--- config.mk ---
export PLATFORM = sky130hd
export DESIGN_NAME = alu_seq_ctrl
export DESIGN_NICKNAME = d
export VERILOG_FILES = /design/src/rtl/alu_seq_ctrl.sv
export SDC_FILE = /design/constraint.sdc
export NUM_CORES = 1
export LEC_CHECK = 0
export CORE_ASPECT_RATIO = 1.5
export CORE_MARGIN = 8
export CORE_UTILIZATION = 44
export CTS_BUF_LIST = sky130_fd_sc_hd__clkbuf_4
export DETAILED_ROUTE_END_ITERATION = 8
export PLACE_DENSITY = 0.82
export SYNTH_ARGS = -nofsm -noshare
export SYNTH_HDL_FRONTEND = slang
export SYNTH_SLANG_ARGS = --single-unit
export TNS_END_PERCENT = 30
--- constraint.sdc ---
create_clock -name clk -period 1.7 [get_ports clk]
set_input_delay 0.17 -clock clk [delete_from_list [all_inputs] [get_ports clk]]
set_output_delay 0.17 -clock clk [all_outputs]
set_load 0.005 [all_outputs]
--- src/rtl/alu_seq_ctrl.sv ---
// ============================================================================
// Module   : alu_seq_ctrl
// Brief    : Sequencer for the shared ripple ALU: single-pass logic/arith ops
//            and an unsigned shift-add multiply built on the ALU adder.
// Revision : 1.0  initial release
// ============================================================================
`default_nettype none

module alu_seq_ctrl #(
    parameter int MUL_W = 16
) (
    input  logic        clk,
    input  logic        rst,
    input  logic        start,
    input  logic [2:0]  op,
    input  logic [31:0] opa,
    input  logic [31:0] opb,
    output logic        busy,
    output logic        done,
    output logic [31:0] res,
    output logic        zero_f,
    output logic        ovr_f,
    output logic [31:0] alu_a,
    output logic [31:0] alu_b,
    output logic        alu_cin,
    output logic        alu_binv,
    output logic        alu_sel1,
    output logic        alu_sel0,
    input  logic [31:0] alu_result,
    input  logic        alu_ovr
);

    localparam int CNT_W = (MUL_W > 1) ? $clog2(MUL_W) : 1;
    localparam logic [CNT_W-1:0] c_CNT_LAST = CNT_W'(MUL_W - 1);

    localparam logic [2:0] c_OP_AND  = 3'b000;
    localparam logic [2:0] c_OP_OR   = 3'b001;
    localparam logic [2:0] c_OP_ADD  = 3'b010;
    localparam logic [2:0] c_OP_SUB  = 3'b011;
    localparam logic [2:0] c_OP_SLT  = 3'b100;
    localparam logic [2:0] c_OP_MULU = 3'b101;

    // {sel1, sel0, binv, cin}
    localparam logic [3:0] c_CTRL_AND = 4'b0000;
    localparam logic [3:0] c_CTRL_OR  = 4'b0100;
    localparam logic [3:0] c_CTRL_ADD = 4'b1000;
    localparam logic [3:0] c_CTRL_SUB = 4'b1011;
    localparam logic [3:0] c_CTRL_SLT = 4'b1111;

    typedef enum logic [1:0] {
        S_IDLE = 2'd0,
        S_EXEC = 2'd1,
        S_MUL  = 2'd2,
        S_DONE = 2'd3
    } state_t;

    function automatic logic [3:0] op_ctrl(input logic [2:0] o);
        logic [3:0] c;
        case (o)
            c_OP_AND: c = c_CTRL_AND;
            c_OP_OR:  c = c_CTRL_OR;
            c_OP_SUB: c = c_CTRL_SUB;
            c_OP_SLT: c = c_CTRL_SLT;
            default:  c = c_CTRL_ADD;
        endcase
        return c;
    endfunction

    state_t            state_q, state_d;
    logic [2:0]        op_q, op_d;
    logic [31:0]       m_q, m_d;
    logic [MUL_W-1:0]  q_q, q_d;
    logic [CNT_W-1:0]  cnt_q, cnt_d;
    logic              busy_q, busy_d;
    logic              done_q, done_d;
    logic [31:0]       res_q, res_d;
    logic              zero_q, zero_d;
    logic              ovr_q, ovr_d;
    logic [31:0]       alu_a_q, alu_a_d;
    logic [31:0]       alu_b_q, alu_b_d;
    logic [3:0]        ctrl_q, ctrl_d;

    logic              w_op_legal;
    assign w_op_legal = (op <= c_OP_MULU);

    // ALU drive is registered one cycle ahead; alu_a_q doubles as the product accumulator P
    always_comb begin
        state_d = state_q;
        op_d    = op_q;
        m_d     = m_q;
        q_d     = q_q;
        cnt_d   = cnt_q;
        busy_d  = busy_q;
        done_d  = 1'b0;
        res_d   = res_q;
        zero_d  = zero_q;
        ovr_d   = ovr_q;
        alu_a_d = alu_a_q;
        alu_b_d = alu_b_q;
        ctrl_d  = ctrl_q;

        case (state_q)
            S_IDLE: begin
                if (start && w_op_legal) begin
                    op_d   = op;
                    busy_d = 1'b1;
                    if (op == c_OP_MULU) begin
                        m_d     = 32'(opb[MUL_W-1:0]);
                        q_d     = opa[MUL_W-1:0];
                        cnt_d   = '0;
                        alu_a_d = '0;
                        alu_b_d = opa[0] ? 32'(opb[MUL_W-1:0]) : '0;
                        ctrl_d  = c_CTRL_ADD;
                        state_d = S_MUL;
                    end else begin
                        alu_a_d = opa;
                        alu_b_d = opb;
                        ctrl_d  = op_ctrl(op);
                        state_d = S_EXEC;
                    end
                end
            end
            S_EXEC: begin
                res_d   = alu_result;
                zero_d  = (alu_result == 32'd0);
                ovr_d   = ((op_q == c_OP_ADD) || (op_q == c_OP_SUB)) && alu_ovr;
                busy_d  = 1'b0;
                done_d  = 1'b1;
                state_d = S_DONE;
            end
            S_MUL: begin
                m_d     = m_q << 1;
                q_d     = q_q >> 1;
                cnt_d   = cnt_q + 1'b1;
                alu_a_d = alu_result;
                // Next partial product uses the multiplier bit that shifts into Q[0]
                alu_b_d = q_q[1] ? (m_q << 1) : '0;
                if (cnt_q == c_CNT_LAST) begin
                    res_d   = alu_result;
                    zero_d  = (alu_result == 32'd0);
                    ovr_d   = 1'b0;
                    busy_d  = 1'b0;
                    done_d  = 1'b1;
                    state_d = S_DONE;
                end
            end
            S_DONE: begin
                state_d = S_IDLE;
            end
            default: begin
                state_d = S_IDLE;
            end
        endcase
    end

    always_ff @(posedge clk) begin
        if (rst) begin
            state_q <= S_IDLE;
            op_q    <= '0;
            m_q     <= '0;
            q_q     <= '0;
            cnt_q   <= '0;
            busy_q  <= 1'b0;
            done_q  <= 1'b0;
            res_q   <= '0;
            zero_q  <= 1'b0;
            ovr_q   <= 1'b0;
            alu_a_q <= '0;
            alu_b_q <= '0;
            ctrl_q  <= '0;
        end else begin
            state_q <= state_d;
            op_q    <= op_d;
            m_q     <= m_d;
            q_q     <= q_d;
            cnt_q   <= cnt_d;
            busy_q  <= busy_d;
            done_q  <= done_d;
            res_q   <= res_d;
            zero_q  <= zero_d;
            ovr_q   <= ovr_d;
            alu_a_q <= alu_a_d;
            alu_b_q <= alu_b_d;
            ctrl_q  <= ctrl_d;
        end
    end

    assign busy     = busy_q;
    assign done     = done_q;
    assign res      = res_q;
    assign zero_f   = zero_q;
    assign ovr_f    = ovr_q;
    assign alu_a    = alu_a_q;
    assign alu_b    = alu_b_q;
    assign alu_sel1 = ctrl_q[3];
    assign alu_sel0 = ctrl_q[2];
    assign alu_binv = ctrl_q[1];
    assign alu_cin  = ctrl_q[0];

endmodule

`default_nettype wire

* Yosys cells after proc, flatten, opt, wreduce, memory -nomap -nowiden
Index checks and enable logic that the tools add are counted.
** Word-level totals
- Bits in registers :: 160
- Input port bits :: 103
- Output and inout bits :: 104
- Logic and storage cells :: 76
** Operators by class
- Add/subtract/negate cells :: 1
- Order comparisons :: 1
- Eq/ne operators :: 13
- Muxes and demuxes :: 33
- Reductions and logical operators :: 15
** Operators with widths (count)
- 2-to-1 mux 32 bit :: 6
- one-hot mux 32 bit (2 select lines) :: 3
- 2-to-1 mux 31 bit :: 2
- one-hot mux 31 bit (2 select lines) :: 1
- 2-to-1 mux 16 bit :: 3
- zero test 32 bit :: 1
- one-hot mux 16 bit (2 select lines) :: 1
- one-hot mux 4 bit (4 select lines) :: 1
- 2-to-1 mux 4 bit :: 3
- == test 3 x 2 -> 1 bit, second input constant :: 3
- one-hot mux 2 bit (4 select lines) :: 1
- one-hot mux 4 bit (2 select lines) :: 1
- AND reduction 2 bit :: 4
- == test 3 bit, second input constant :: 2
- 2-to-1 mux 2 bit :: 3
- != test 2 bit, second input constant :: 3
- one-hot mux 1 bit (2 select lines) :: 3
- AND reduction 3 bit :: 2
- adder 4 x 1 -> 4 bit, second input constant :: 1
- == test 2 bit, second input constant :: 2
- == test 4 bit, second input constant :: 1
- 2-to-1 mux 1 bit :: 4
- nonzero test 2 bit :: 2
- == test 3 x 1 -> 1 bit, second input constant :: 1
- 8 further kinds :: 9

* Longest topological paths before layout
Gate-level depths: netlist (run 1).
- Word-level depth :: 4
- Mapped depth :: 10
- Gate-level depth less buffers :: 6

* Worst setup path before layout (run 1)
Ideal clock, no wire load.
- Kind :: register -> register
- Start :: register state_q[0]
- End :: register alu_b_q[11] (netlist: alu_b[11])
- Data arrival time :: 1659 ps
- Required time :: 1568 ps
- Setup slack :: -91 ps
- Cell stages (with the launch flop) :: 11
- Path buffers :: 4
- Clock period less this slack :: 1791 ps
- Cell sequence :: dfxtp_1 > inv_1 > ha_1 > inv_1 > clkbuf_1 > o22ai_1 > buf_2 > buf_4 > buf_2 > nor2_1 > nor3_1
** Between the ends
- Longest elaborated chain between the ends :: 3
** Ends and longest elaborated chain
- start: declaration :: RTL line 69 : state_t state_q, state_d;
- start signal: assignment :: RTL line 172 : state_q <= state_d;
- == test 2 bit / zero test 2 bit (equally long branches) :: RTL line 102 : case (state_q)
- nonzero test 2 bit (no source line) / != test 2 bit (equally long branches)
- AND reduction 2 bit (no source line)
- end signal: assignment :: RTL line 183 : alu_b_q <= alu_b_d;
- end: declaration :: RTL line 80 : logic [31:0] alu_b_q, alu_b_d;
Parallel ways exist; a longest one is shown, timed or not.
A chain may end at the register's enable or synchronous reset.

* Worst setup path after layout (run 1)
- Start :: register state_q[1]
- End :: register res_q[15] (netlist: res[15])
** Between the ends
- Longest elaborated chain between the ends :: 3
** Ends and longest elaborated chain
- == test 2 bit / == test 2 x 1 -> 1 bit (equally long branches) :: RTL line 102
- != test 2 bit (no source line) / nonzero test 2 bit (equally long branches)
- AND reduction 2 bit (no source line)
- end signal: assignment :: RTL line 179 : res_q <= res_d;
- end: declaration :: RTL line 76 : logic [31:0] res_q, res_d;
Parallel ways exist; a longest one is shown, timed or not.

==> results_dict.tcl, run 1 <==
set metrics [dict create \
    status "finished clean" \
    placedCellCount 1165 \
    ant_nets 0 \
    cp-end-kind "flip-flop" \
    critPathTopFamily "buffers and inverters" \
    route.detailed.drc 0 \
    irDropWorstVdd_v 0.000835 \
    syn_area_um2 6700 \
    yosys.area_share.adder_pct 0.933 \
    worst-r2r-setup-slack_ns 0.02 \
    cts_tree "done" \
    cts_buffer_depth 2 \
    slowest_delay_ns 0.41 \
    syn_inst 788 \
    final_cells 1213 \
    finalSetupViolCount 0 \
    fin_area_um2 9950 \
    place_congestion 0.845 \
    syn_area_per_cell_um2 8.51 \
    first_pass_iters 7 \
    path_max_fanout 8 \
    leakage_nw 3.49 \
    area_growth_pct 48.4 \
    slew_headroom_pct 70.3 \
    fmax_mhz 596 \
    grt_overflow 0 \
    htreeDepth 4 \
    vias 6963 \
    synth_top_area_share_pct 46.9 \
    synth_edf_count 0 \
    clock_latency_ns 0.53 \
    synthTopCellsByArea "dfxtp_1 47%, a21oi_1 6.3%, a211oi_1 5.2%" \
    skew_ns 0.0218 \
    fp.dieH_um 167 \
    fin_nets 1106 \
    synth-simple-area-share_pct 21.0 \
    crit_slowest_cell "dfxtp_4" \
    rsz0062_at_grt "yes" \
    crit_top_cell "buf_4" \
    worstSetupPathType "flip-flop to flip-flop" \
    ios 207 \
    finalCritPeriodShare_pct 98.6 \
    rr_startpoint "state_q[1]" \
    dp_hpwl_um 16100 \
    worstMarginPinSlew_ns 0.446 \
    slew_violations 0 \
    worstPathRequired_ns 2.15 \
    grt_pass1_wl_um 35800 \
    ys_types 41 \
    drt-vias-per-instance 5.74 \
    synth_top_cell_by_area "dfxtp_1" \
    synth-xor-area-share_pct 0 \
    dieArea_um2 19500 \
    cts_root_buf "clkbuf_4" \
    cts_buffers 17 \
    fin_tns_setup_ns 0 \
    start_util_pct 44.7 \
    antenna_found_initial 3 \
    wl_per_cell_um 19.8 \
    drv_cap 0 \
    rr_worst_depth 10 \
    async_flop_share_pct 0 \
    rows 55 \
    critical_path_buf_inv_count 5 \
    drt_wl_total_um 24000 \
    holdWs_ns 0.266 \
    grt_pass1_vias 6923 \
    clkSinkCount 157 \
    placed_area_um2 9250 \
    drt_iter0_markers 553 \
    r2r_end "res[15]" \
    grt_usage_pct 23.0 \
    crit_path_end "res[15]" \
    cp-start-kind "flip-flop" \
    clkTransAtPathRegs_ns 0.14 \
    die_w_um 117 \
    synth_top_family_by_area "simple AND/OR/NAND/NOR gates" \
    power_density_nw_per_um2 1530 \
    arrival_ns 2.12 \
    critPathLaunch "state_q[1]" \
    postLayoutCoreUtil_pct 66.3 \
    path_depth 10 \
    synth-main-ff-cell "dfxtp_1" \
    hold_viol 0 \
    ys_seq_area_share_pct 46.9 \
    period_minus_slack_ns 1.68 \
    numPortBuffers 206 \
    path_cells "inv_4 -> buf_4 -> ha_2 -> nor2b_4 -> buf_4 -> nor2_4 -> buf_12 -> clkbuf_16 -> nand2_1 -> a21oi_1" \
    drive_above_1_share_pct 13.5 \
    synth_fp_nets 896 \
    grt_max_degree 55 \
    core_um2 15000 \
    hold_class "input port to flip-flop" \
    yosys_warnings 0 \
    ys_ff_latch 157 \
    muxShareOfSynthArea_pct 4.63 \
    synth_compound_area_share_pct 20.6 \
]
report_power, final:
part	total [W]	internal (W)	switching (W)
clock	0.00243	0.00106	0.00137
combinational	0.00737	0.00383	0.00354
sequential	0.00539	0.00476	0.000628
cells in the final DEF (no fill, tap or decap), drive strengths merged, types with 20 or more instances in the layout:
cell type      count
nor3              54
nand4             20
a21oi             85
nor2              84
dfxtp            157
clkdlybuf4s50    205
a221oi            35
a211oi            46
mux2i             31
nand2             83
clkbuf            24
buf               63
what timing repair did:
action / CTS / global route
endpoints found under the setup margin: 148 / 99
hold buffers: 1 / 0
resized for setup: 9 / 26
gates cloned: 2 / 6
hold endpoints to repair: 10 / 0
buffers inserted: 2 / 2
pin swaps: 5 / 10
registers in the layout, indices dropped and copies added (netlist names), 2 cells and up:
register  cells
alu_a        32
alu_b        32
cnt_q         4
ctrl_q        3
m_q          31
op_q          2
q_q          15
res          32
state_q       2
routing by layer:
metal / global-route usage, % / wire length, um
met1: 25.6 / 9000
met2: 40.2 / 12500
met3: 5.91 / 1610
met4: 9.40 / 826
met5: 0 / 0
worst min path at each step:
stage / start / end / slack, ns / depth (start not counted)
6_report: alu_result[0] / res[0] / 0.27 / 3
5_1_grt: alu_result[0] / res[0] / 0.21 / 3
4_1_cts: alu_result[8] / res[8] / 0.21 / 3
3_5_place_dp: res[24] / res[24] / 0.44 / 2
3_3_place_gp: res[9] / res[9] / 0.44 / 2
2_1_floorplan: alu_result[0] / res[0] / 0.31 / 2
cell usage after synthesis (all sizes together), types with 5 or more instances:
cell	instances
clkbuf	49
nor3	54
nand2	83
nor2	84
a211oi	46
dfxtp	157
mux2i	31
o21ai	19
nand3	19
nand4	20
nor3b	16
buf	34
ha	5
a221oi	35
a311oi	14
nor4	7
a21oi	85
stage by stage:
| step | setup WS [ns] | total power, W |
|---|---|---|
| floorplan | -0.0542 | 0.00860 |
| global placement | -0.146 | 0.0118 |
| detailed placement | -0.195 | 0.0120 |
| CTS | -0.0206 | 0.0147 |
| global route | -0.0524 | 0.0161 |
| finish | 0.0232 | 0.0152 |
cell families (layout without fill, tap and decap cells):
kind of cell | Yosys count | in the layout
fa+ha+maj | 5 | 5
compound gates | 210 | 210
simple gates | 299 | 299
flops | 157 | 157
other cells | 0 | 3
mux | 31 | 31
buf+inv | 86 | 309
layout make-up:
type | count | area (um^2)
Fill cell | 1244 | 5050
Clock buffer | 19 | 143
Timing Repair Buffer | 274 | 2920
Tap cell | 199 | 249
Antenna cell | 3 | 7.51
Clock inverter | 13 | 166
Sequential cell | 157 | 3150
Multi-Input combinational cell | 545 | 3300
Inverter | 3 | 16.3
worst register-to-register path: cells and delay by family, from the launching register on:
| family | cells | cell delay (ns) |
|---|---|---|
| adders and majority gates | 1 | 0.18 |
| buffers and inverters | 5 | 0.61 |
| DFF | 1 | 0.41 |
| and+or+nand+nor | 3 | 0.30 |
| AOI/OAI and AO/OA | 1 | 0.12 |
Note: power is estimated with default switching activity, not from simulation.
==> inputs of run 2 (changes only) <==
--- a/config.mk
+++ b/config.mk
@@ -7,10 +7,9 @@
 export LEC_CHECK = 0
 export CORE_ASPECT_RATIO = 1.5
 export CORE_MARGIN = 8
-export CORE_UTILIZATION = 44
-export CTS_BUF_LIST = sky130_fd_sc_hd__clkbuf_4
+export CORE_UTILIZATION = 42
 export DETAILED_ROUTE_END_ITERATION = 8
-export PLACE_DENSITY = 0.82
+export PLACE_DENSITY = 0.79
 export SYNTH_ARGS = -nofsm -noshare
 export SYNTH_HDL_FRONTEND = slang
 export SYNTH_SLANG_ARGS = --single-unit
==> run 2 against run 1 <==
Combinational power grew 4.6%; sequential cell count unchanged; clock power increased by 58%; non-clock buffer count increased by 3; sequential share of layout area down 1.5 points; first-iteration DRC count is 22% lower; register-to-register slack gained 0.02 ns; critical path depth fell by 4.
==> results_dict.tcl, run 2 (synthesis results as in run 1) <==
set metrics [dict create \
    status "finished clean" \
    grt_overflow 0 \
    irDropWorstVdd_v 0.000997 \
    wl_met1_um 9120 \
    drv_cap 0 \
    fp.dieH_um 171 \
    internal_power_w 0.0111 \
    min_path_cells 2 \
    wl_met3_um 1440 \
    wl_per_cell_um 20.0 \
    r2r_end "cnt_q[0]" \
    leakage_nw 3.70 \
    rows 56 \
    grt_max_degree 54 \
    final_cell_mix "205 x clkdlybuf4s50_1, 155 x dfxtp_1, 81 x nand2_1, 81 x nor2_1, 80 x a21oi_1" \
    sequentialPowerShare_pct 31.8 \
    period_minus_slack_ns 1.66 \
    grt_pass1_vias 6946 \
    worstSetupPathType "flip-flop to flip-flop" \
    drt-vias-per-instance 5.71 \
    grt_pass1_wl_um 36300 \
    dieArea_um2 20300 \
    rsz0062_at_grt "yes" \
    finalCritPeriodShare_pct 97.6 \
    dr.max_layer_used "met4" \
    hold_viol 0 \
    worst-r2r-setup-slack_ns 0.04 \
    slew_headroom_pct 58.0 \
    postLayoutCoreUtil_pct 66.8 \
    hold_class "input port to flip-flop" \
    clockPowerShare_pct 22.7 \
    ant_nets 0 \
    wl_met2_um 12900 \
    power.share.switching_pct 34.6 \
    total_power_w 0.0169 \
    worstMarginPinSlew_ns 0.630 \
    htreeDepth 4 \
    skew_ns 0.0121 \
    place_ws_ns -0.306 \
    clkSinkCount 157 \
    antenna_found_initial 2 \
    rr_startpoint "state_q[1]" \
    area_growth_pct 55.8 \
    path_max_fanout 5 \
    start_util_pct 42.9 \
    drt_iter0_markers 433 \
    route.detailed.drc 0 \
    fin_nets 1109 \
    fin_ws_ns 0.0413 \
    grt_usage_pct 22.1 \
    cts_buffer_depth 2 \
    cts_tree "done" \
    clkTransAtPathRegs_ns 0.07 \
    dp_hpwl_um 15900 \
    cts_buffers 17 \
    drive_above_1_share_pct 14.9 \
    postCtsHoldBufs 0 \
    clock_latency_ns 0.42 \
    cts_root_buf "clkbuf_16" \
    slew_violations 0 \
    cp-start-kind "flip-flop" \
    first_pass_iters 6 \
    vias 6962 \
    finalSetupViolCount 0 \
    drt_wl_total_um 24400 \
    min_to "res[15]" \
    power_switching_w 0.00586 \
    place_congestion 0.884 \
    cp-end-kind "flip-flop" \
    hp-start "rst" \
    comb_power_share_pct 45.5 \
    rr_worst_depth 6 \
    power_density_nw_per_um2 1620 \
    final_common_cell "clkdlybuf4s50_1" \
    die_w_um 119 \
    core_um2 15600 \
    ios 207 \
    fmax_mhz 603 \
    worstPathRequired_ns 2.04 \
    numPortBuffers 206 \
    arrival_ns 2.00 \
]
[run 2: area by class of cell]
cell class,instances,area [um^2]
antenna,2,5.00
clock buffer,20,457
clock inverter,12,138
fill,1204,5180
inverter,3,16.3
multi-input combinational,545,3390
sequential,157,3150
tap,203,254
timing repair buffer,277,3030
[run 2: repair_timing]
action,4_1_cts,5_1_grt
cloned,4,8
setup buffers,4,3
setup endpoints to repair,123,148
pin swaps,2,29
resized for setup,23,38
[run 2: how the worst max path moves through the flow]
stage,depth (start not counted),start,slack (ns),to
final,6,state_q[1],0.04,cnt_q[0]
after global routing,9,state_q[1],-0.02,alu_a[20]
after CTS,6,state_q[0],-0.05,cnt_q[0]
after detailed placement,6,op[1],-0.31,alu_a[30]
after global placement,6,op[1],-0.30,alu_a[30]
after floorplan,10,state_q[0],-0.05,m_q[10]
[run 2: worst max-delay path: stages, from the launching register on]
cell     delay [ns]
dfxtp_4        0.37
inv_4          0.07
ha_4           0.16
nand2_2        0.10
o22a_2         0.25
or4_1          0.48
a21oi_1        0.16
[run 2: stage by stage]
stage	cell area, um^2	instances	hold slack [ns]	TNS, ns
2_1_floorplan	6700	788	0.310	-0.581
3_3_place_gp	9250	1167	0.437	-17.01
3_5_place_dp	9250	1167	0.445	-21.44
4_1_cts	10100	1207	0.256	-0.131
5_1_grt	10400	1219	0.282	-0.150
6_report	10400	1219	0.269	0
[run 2: power by group through the flow]
stage	Sequential [W]	Clock (W)	Combinational, W
finish	0.00539	0.00384	0.00771
global route	0.00553	0.00403	0.00827
CTS	0.00537	0.00388	0.00707
detailed placement	0.00543	0	0.00653
global placement	0.00539	0	0.00645
floorplan	0.00543	0	0.00317
[run 2: layer usage]
layer / vias up / GRT usage [%]
met5: - / 0
met1: 3373 / 23.3
met2: 234 / 39.6
met4: 0 / 11.2
li1: 3305 / -
met3: 50 / 5.91
==> inputs of run 3 (changes only) <==
--- a/config.mk
+++ b/config.mk
@@ -5,11 +5,13 @@
 export SDC_FILE = /design/constraint.sdc
 export NUM_CORES = 1
 export LEC_CHECK = 0
+export CAP_MARGIN = 25
 export CORE_ASPECT_RATIO = 1.5
-export CORE_MARGIN = 8
+export CORE_MARGIN = 5
 export CORE_UTILIZATION = 42
 export DETAILED_ROUTE_END_ITERATION = 8
 export PLACE_DENSITY = 0.79
+export SKIP_LAST_GASP = 1
 export SYNTH_ARGS = -nofsm -noshare
 export SYNTH_HDL_FRONTEND = slang
 export SYNTH_SLANG_ARGS = --single-unit
==> run 3 against run 2 <==
The flow now finishes with violations (setup timing); sequential power is 0.7% higher; critical path depth is 3 higher; non-clock buffer count is 12 higher; via count is 2.2% higher; combinational power rose by 4.4%; count of clock-buffer cells in the layout is 1 lower; sequential cell count unchanged; power is 5.5% higher; cell count increased by 0.74%; sequential share of layout area is 0.86 points lower; wire length is 1.5% higher; register-to-register slack got worse by 0.11 ns.
==> results_dict.tcl, run 3 (synthesis results as in run 1) <==
set metrics [dict create \
    status "finished with violations" \
    violations "setup timing" \
    path_max_fanout 7 \
    cts_root_buf "clkbuf_16" \
    ant_nets 0 \
    cts_buffer_depth 2 \
    path_cells "inv_2 -> buf_6 -> ha_4 -> inv_4 -> o22ai_4 -> buf_8 -> buf_16 -> nor2_1 -> a311oi_1" \
    drt_iter0_markers 466 \
    numPortBuffers 206 \
    worstSetupPathType "flip-flop to flip-flop" \
    place_ws_ns -0.190 \
    final_common_cell "clkdlybuf4s50_1" \
    die_w_um 113 \
    insertedDiodeCount 0 \
    fp.dieH_um 165 \
    irDropWorstVdd_v 0.000936 \
    hold_class "input port to flip-flop" \
    cp-end-kind "flip-flop" \
    htreeDepth 4 \
    total_power_w 0.0179 \
    clkSinkCount 157 \
    grt_max_degree 53 \
    slew_violations 0 \
    skew_ns 0.0129 \
    critPathTopFamily "compound AO/OA/AOI/OAI gates" \
    fin_ws_ns -0.0718 \
    vias 7115 \
    antenna_found_initial 0 \
    start_util_pct 42.7 \
    leakage_nw 3.83 \
    drive_above_1_share_pct 18.0 \
    arrival_ns 2.08 \
    hold_viol 0 \
    power_density_nw_per_um2 1670 \
    drt-vias-per-instance 5.79 \
    drt_wl_total_um 24800 \
    dp_hpwl_um 15600 \
    grt_pass1_wl_um 35200 \
    first_pass_iters 5 \
    rsz0062_at_grt "yes" \
    finalSetupViolCount 3 \
    drv_cap 0 \
    finalCritPeriodShare_pct 104 \
    final_cell_mix "205 x clkdlybuf4s50_1, 155 x dfxtp_1, 80 x nand2_1" \
    clkTransAtPathRegs_ns 0.07 \
    route.detailed.drc 0 \
    fmax_mhz 564 \
    rows 56 \
    core_um2 15700 \
    fin_nets 1121 \
    ios 207 \
    period_minus_slack_ns 1.77 \
    dieArea_um2 18600 \
    wl_per_cell_um 20.2 \
    cts_buffers 17 \
    area_growth_pct 60.2 \
    worstPathRequired_ns 2.01 \
    final_cells 1228 \
    placedCellCount 1178 \
    cp-start-kind "flip-flop" \
    critical_path_buf_inv_count 5 \
    grt_pass1_vias 6841 \
    crit_slowest_cell "dfxtp_2" \
    place_congestion 0.858 \
    clock_latency_ns 0.42 \
    grt_usage_pct 23.4 \
    slowest_delay_ns 0.33 \
    slew_headroom_pct 61.8 \
    worstMarginPinSlew_ns 0.574 \
    grt_overflow 0 \
    cts_tree "done" \
]
==> run 3: changes by cell type in the layout (fill, tap and decap cells not counted), sizes merged <==
cell      before  now
clkinvlp       2    0
inv            5    6
bufinv         2    6
diode          2    0
bufbuf         1    0
clkbuf        27   28
buf           64   75
clkinv         6    3
==> run 3: repair_timing <==
item	CTS	global route
cloned	1	10
gates resized for setup	21	66
pin swaps	6	26
buffers inserted	2	6
setup endpoints to repair	119	148
hold buffers	0	0
==> run 3: cell type report <==
class | instances | area (um^2)
Multi-Input combinational cell | 545 | 3500
Clock buffer | 19 | 443
Timing Repair Buffer | 289 | 3150
Inverter | 3 | 13.8
Fill cell | 1204 | 4960
Sequential cell | 157 | 3150
Tap cell | 203 | 254
Clock inverter | 12 | 233
==> run 3: final timing paths <==
check                                start   endpoint  slack [ns]  depth (start not counted)
worst max-delay path            state_q[0]  alu_a[14]       -0.07                          9
worst min register to register     res[26]    res[26]        0.45                          2
worst min-delay path                   rst    res[14]        0.24                          2
worst max register to register  state_q[0]  alu_a[14]       -0.07                          9
==> run 3: worst register-to-register path, cell delays in order, from the launching register on <==
cell and delay (ns):
dfxtp_2 0.33, inv_2 0.07, buf_6 0.10, ha_4 0.15, inv_4 0.05, o22ai_4 0.26, buf_8 0.20, buf_16 0.14
nor2_1 0.06, a311oi_1 0.30
==> run 3: metrics by stage <==
step | utilization (%) | hold WS [ns] | TNS [ns] | cell area [um^2]
floorplan | - | 0.310 | -0.581 | 6700
global placement | 59.6 | 0.437 | -7.08 | 9350
detailed placement | 59.6 | 0.444 | -12.23 | 9350
CTS | 64.7 | 0.230 | -0.419 | 10200
global route | 68.4 | 0.249 | -3.43 | 10700
finish | 68.4 | 0.244 | -0.122 | 10700
==> run 3: routing by layer <==
metal  track usage (%)  part of all wire (%)  vias to the layer above
met5                 0                     0                        -
met4              11.4                   4.5                        0
met3              4.69                   5.4                       69
met2              41.5                    53                      293
met1              26.6                    37                     3428
li1                  -                     -                     3325
==> run 3: power by group <==
part	switching [W]	internal (W)	leakage, nW	total [W]
logic	0.00382	0.00423	2.21	0.00805
clock network	0.00159	0.00281	0.329	0.00441
registers	0.000662	0.00477	1.29	0.00543
